[src/rtl/counter_prog_multi.sv]
// Multi-channel programmable tick generator: NCH independent counters with runtime-loadable
// divisors, each emitting a registered one-cycle tick every d enabled clocks (periodic or one-shot).
module counter_prog_multi #(
    parameter int unsigned WIDTH       = 16,
    parameter int unsigned NCH         = 4,
    parameter int unsigned DEFAULT_DIV = 25000
) (
    input  logic                   clk,
    input  logic                   reset,
    input  logic                   en,
    input  logic                   wr_en,
    input  logic [$clog2(NCH)-1:0] wr_ch,
    input  logic [WIDTH-1:0]       wr_div,
    input  logic                   wr_mode,
    input  logic [NCH-1:0]         start,
    input  logic [NCH-1:0]         stop,
    output logic [NCH-1:0]         tick,
    output logic [NCH-1:0]         active,
    output logic [NCH*WIDTH-1:0]   count
);

    localparam int unsigned ChW = $clog2(NCH);
    localparam logic [WIDTH-1:0] DefDiv = WIDTH'(DEFAULT_DIV);

    for (genvar i = 0; i < NCH; i++) begin : g_ch
        logic [WIDTH-1:0] div_q, div_d;
        logic [WIDTH-1:0] cnt_q, cnt_d;
        logic [WIDTH-1:0] eff_div;
        logic             mode_q, mode_d;
        logic             act_q, act_d;
        logic             tick_q, tick_d;
        logic             wr_hit;
        logic             at_end;

        // Out-of-range channel numbers never match, so such writes are dropped.
        assign wr_hit  = wr_en && (wr_ch == ChW'(i));
        assign eff_div = (div_q == '0) ? WIDTH'(1) : div_q;
        assign at_end  = (cnt_q == eff_div - WIDTH'(1));

        always_comb begin
            div_d  = div_q;
            mode_d = mode_q;
            cnt_d  = cnt_q;
            act_d  = act_q;
            tick_d = 1'b0;
            if (wr_hit) begin
                div_d  = wr_div;
                mode_d = wr_mode;
                cnt_d  = '0;
                // A write leaves active alone, but a coincident stop/start still applies.
                if (stop[i]) begin
                    act_d = 1'b0;
                end else if (start[i]) begin
                    act_d = 1'b1;
                end
            end else if (stop[i]) begin
                act_d = 1'b0;
            end else if (start[i]) begin
                cnt_d = '0;
                act_d = 1'b1;
            end else if (en && act_q) begin
                if (at_end) begin
                    cnt_d  = '0;
                    tick_d = 1'b1;
                    if (mode_q) begin
                        act_d = 1'b0;
                    end
                end else begin
                    cnt_d = cnt_q + WIDTH'(1);
                end
            end
        end

        always_ff @(posedge clk) begin
            if (reset) begin
                div_q  <= DefDiv;
                mode_q <= 1'b0;
                cnt_q  <= '0;
                act_q  <= 1'b1;
                tick_q <= 1'b0;
            end else begin
                div_q  <= div_d;
                mode_q <= mode_d;
                cnt_q  <= cnt_d;
                act_q  <= act_d;
                tick_q <= tick_d;
            end
        end

        assign tick[i]                  = tick_q;
        assign active[i]                = act_q;
        assign count[i*WIDTH +: WIDTH] = cnt_q;
    end

endmodule

[config.mk]
export PLATFORM = sky130hd
export DESIGN_NAME = counter_prog_multi
export DESIGN_NICKNAME = d
export VERILOG_FILES = /design/src/rtl/counter_prog_multi.sv
export SDC_FILE = /design/constraint.sdc
export NUM_CORES = 1
export LEC_CHECK = 0
export CAP_MARGIN = 25
export CORE_UTILIZATION = 61
export CTS_CLUSTER_DIAMETER = 120
export DETAILED_ROUTE_END_ITERATION = 7
export PLACE_DENSITY = 0.86
export SETUP_SLACK_MARGIN = 0.05
export SKIP_LAST_GASP = 1
export SLEW_MARGIN = 10
export SYNTH_ARGS = -nofsm -noshare
export SYNTH_HDL_FRONTEND = slang
export SYNTH_SLANG_ARGS = --single-unit
[constraint.sdc]
create_clock -name clk -period 8.69 [get_ports clk]
set_input_delay 0.869 -clock clk [delete_from_list [all_inputs] [get_ports clk]]
set_output_delay 0.869 -clock clk [all_outputs]
set_load 0.02 [all_outputs]
==> flow_summary.ini <==
[worst_setup_path]
cp_max_fo = 28
crit_type = flip-flop to flip-flop
crit_required_ps = 8990
end_kind = flip-flop
r2r_end = g_ch[3].cnt_q[2]
worst_r2r_startpoint = g_ch[3].div_q[0]
worst_r2r_path_depth = 13
start_kind = flip-flop
crit_arrival_ps = 4930
r2r_setup_slack_ps = 4050

[layout]
fillers = 1033
final_util = 0.7530
layout-drive-gt1-share = 0.05326
antenna_cells = 0
layout.nets = 1190
stdcell_count = 1340
area_growth_pct = 19.86

[logic_synthesis]
ys_seq_elements = 140
synth_top_family_by_area = simple AND/OR/NAND/NOR gates
synth_cells = 1089
synth_simple_gate_area_frac = 0.3312
synth_fa_ha_area_frac = 0.01194
yosys.cell_types.count = 71
syn_nets = 1128
synth.area.top_cells = dfxtp_1, nand2_1, xnor2_1, a21oi_1, a31oi_1
ys_warn_count = 0
synthArstFlopShare = 0
synth_seq_area_share = 0.3342
synth_area_um2 = 8386
synth-edff-count = 0
syn_avg_cell_area_um2 = 7.700
yosys_most_used_dff = dfxtp_1
synth_top_cells_by_count = nand2_1, dfxtp_1, a21oi_1, nor2_1, xnor2_1
synth_top_area_cell = dfxtp_1
synthXorXnorAreaFrac = 0.08251
synth_compound_area_frac = 0.1865
synth.most_common_cell = nand2_1
synth.area.mux_share = 0.01089
netlist.area_leader.share = 0.3342

[sta]
fmax_mhz = 215.6
min_period_over_period = 0.5337
whs_ps = 463.8
hold_violations = 0
period_needed_ps = 4637
setup_viol = 0
relSlewSlack = 0.3252
worst_pin_slew_ps = 1009
grt_setup_unrepaired = no
finalClockSkew_ps = 6.862
fin_tns_setup_ps = 0
drv_slew = 0

[detailed_routing]
wl_per_cell_um = 16.68
drt_iter0_drc = 782
vias = 8481
wirelength_um = 22360
drcViolationCount = 0
drt_pass1_iterations = 5
via_per_inst = 6.329
ant_nets = 0

[clocking]
htreeDepth = 4
worstSkewPairLatency_ps = 430
clkTransAtPathRegs_ps = 60
cts_made_buffers = 17
cts_sinks = 140
cts-root-buf = clkbuf_16
cts_buffer_depth = 2
cts_setup_buffers = 0
cts_resized = 0
tritoncts = done
hold_buffers = 0

[global_routing]
grt_max_degree = 80
grt_pass1_wl_um = 36620
antenna_found_initial = 0
grt_pass1_vias = 7532
grt_overflow = 0
grt_usage = 0.3166

[floorplan]
io_pins = 103
die_h_um = 119.2
coreArea_um2 = 13350
die_w_um = 119.2
dieArea_um2 = 14220
initial_utilization = 0.6282
rows = 42

[place]
gp_congestion = 0.9122
dpl.cell_count = 1306
port_buffers = 102
hpwl_um = 15040

[min_path]
min_to = g_ch[2].mode_q
hold_class = flip-flop to flip-flop
hold_depth = 2
min_from = g_ch[2].mode_q

[status]
status = finished clean

[power_and_ir_drop]
powerDensity_nw_per_um2 = 165.6
total_power_uw = 1664
ir_worst_vdd_uv = 153.2
power.leakage_uw = 0.003593

[run]
cap_violations = 0
## stage by stage
stage	instance area, um2	worst slack (ps)
after detailed placement	9351	4209
after global placement	9351	4413
after floorplan	8386	4782
after CTS	10030	4155
after global routing	10050	3669
final	10050	4053
## cell usage in the layout (no fill, tap or decap), drive strengths merged, types with 5 or more instances in the layout
master / n
nand2: 190
dfxtp: 140
clkdlybuf4s50: 101
a21oi: 79
nor2: 71
xnor2: 51
a31oi: 47
nor3: 44
nand3: 37
and3: 35
nand3b: 32
xor2: 28
o21ai: 24
clkbuf: 21
nand2b: 16
nor4: 16
or4: 15
o21a: 14
nor3b: 14
inv: 11
o31ai: 11
or3: 11
nand4: 9
nor2b: 9
mux2i: 8
nand4b: 8
ha: 8
buf: 8
or2: 7
o311ai: 7
and2: 6
a41oi: 6
a32o: 6
bufinv: 6
a211oi: 5
a21o: 5
o211ai: 5
or3b: 5
## power by group
| part | internal, uW | leakage [uW] | total [uW] | switching (uW) |
|---|---|---|---|---|
| Clock | 560 | 0.000325 | 843 | 283 |
| Combinational | 59.2 | 0.00213 | 143 | 83.3 |
| Sequential | 657 | 0.00114 | 679 | 22.6 |
## layer usage
layer / vias to the layer above / wire (um) / global-route usage
met1: 4066 / 9800 / 0.4134
met4: 0 / 502 / 0.1297
li1: 4075 / - / -
met2: 289 / 10750 / 0.5214
met3: 51 / 1297 / 0.04693
met5: - / 0 / 0
## logic make-up after synthesis
group                      after synthesis
muxes                                    9
AOI/OAI and AO/OA                      240
adders and majority gates                8
buffers and inverters                   77
xor gates and xnor gates                79
DFF                                    140
and+or+nand+nor                        536
## registers in the layout (all words and copies together), names as in the netlist
| signal | cells |
|---|---|
| g_ch.act_q | 4 |
| g_ch.cnt_q | 64 |
| g_ch.div_q | 64 |
| g_ch.mode_q | 4 |
| g_ch.tick_q | 4 |
## how the worst max path moves through the flow
stage,startpoint,endpoint,cells after the start
2_1_floorplan,g_ch[2].div_q[7],g_ch[2].cnt_q[14],15
3_3_place_gp,g_ch[3].div_q[0],g_ch[3].cnt_q[2],13
3_5_place_dp,g_ch[3].div_q[0],g_ch[3].cnt_q[2],13
4_1_cts,g_ch[3].div_q[0],g_ch[3].cnt_q[2],13
5_1_grt,g_ch[3].div_q[0],g_ch[3].cnt_q[2],13
6_report,g_ch[3].div_q[0],g_ch[3].cnt_q[2],13
## worst max-delay path, cell delays in order (launching register included)
cell       delay (ps)
dfxtp_1           340
or4_1             580
or2_2             400
nor2_1            120
nor2_1             60
ha_1              240
or3b_2            250
nor3_1             70
xnor2_1           130
or4_1             520
a2111oi_0         330
nand3_1           800
a41oi_1           570
a31oi_1            80
## layout make-up
class | instances | area, um2 | share of cell area
multi-input combinational | 872 | 5234 | 0.5207
timing repair buffer | 109 | 1070 | 0.1064
sequential | 140 | 2803 | 0.2788
clock inverter | 11 | 212.7 | 0.02116
inverter | 11 | 41.29 | 0.004108
tap | 176 | 220.2 | 0.02191
clock buffer | 21 | 470.5 | 0.04681
(Power assumes the default switching activity.)
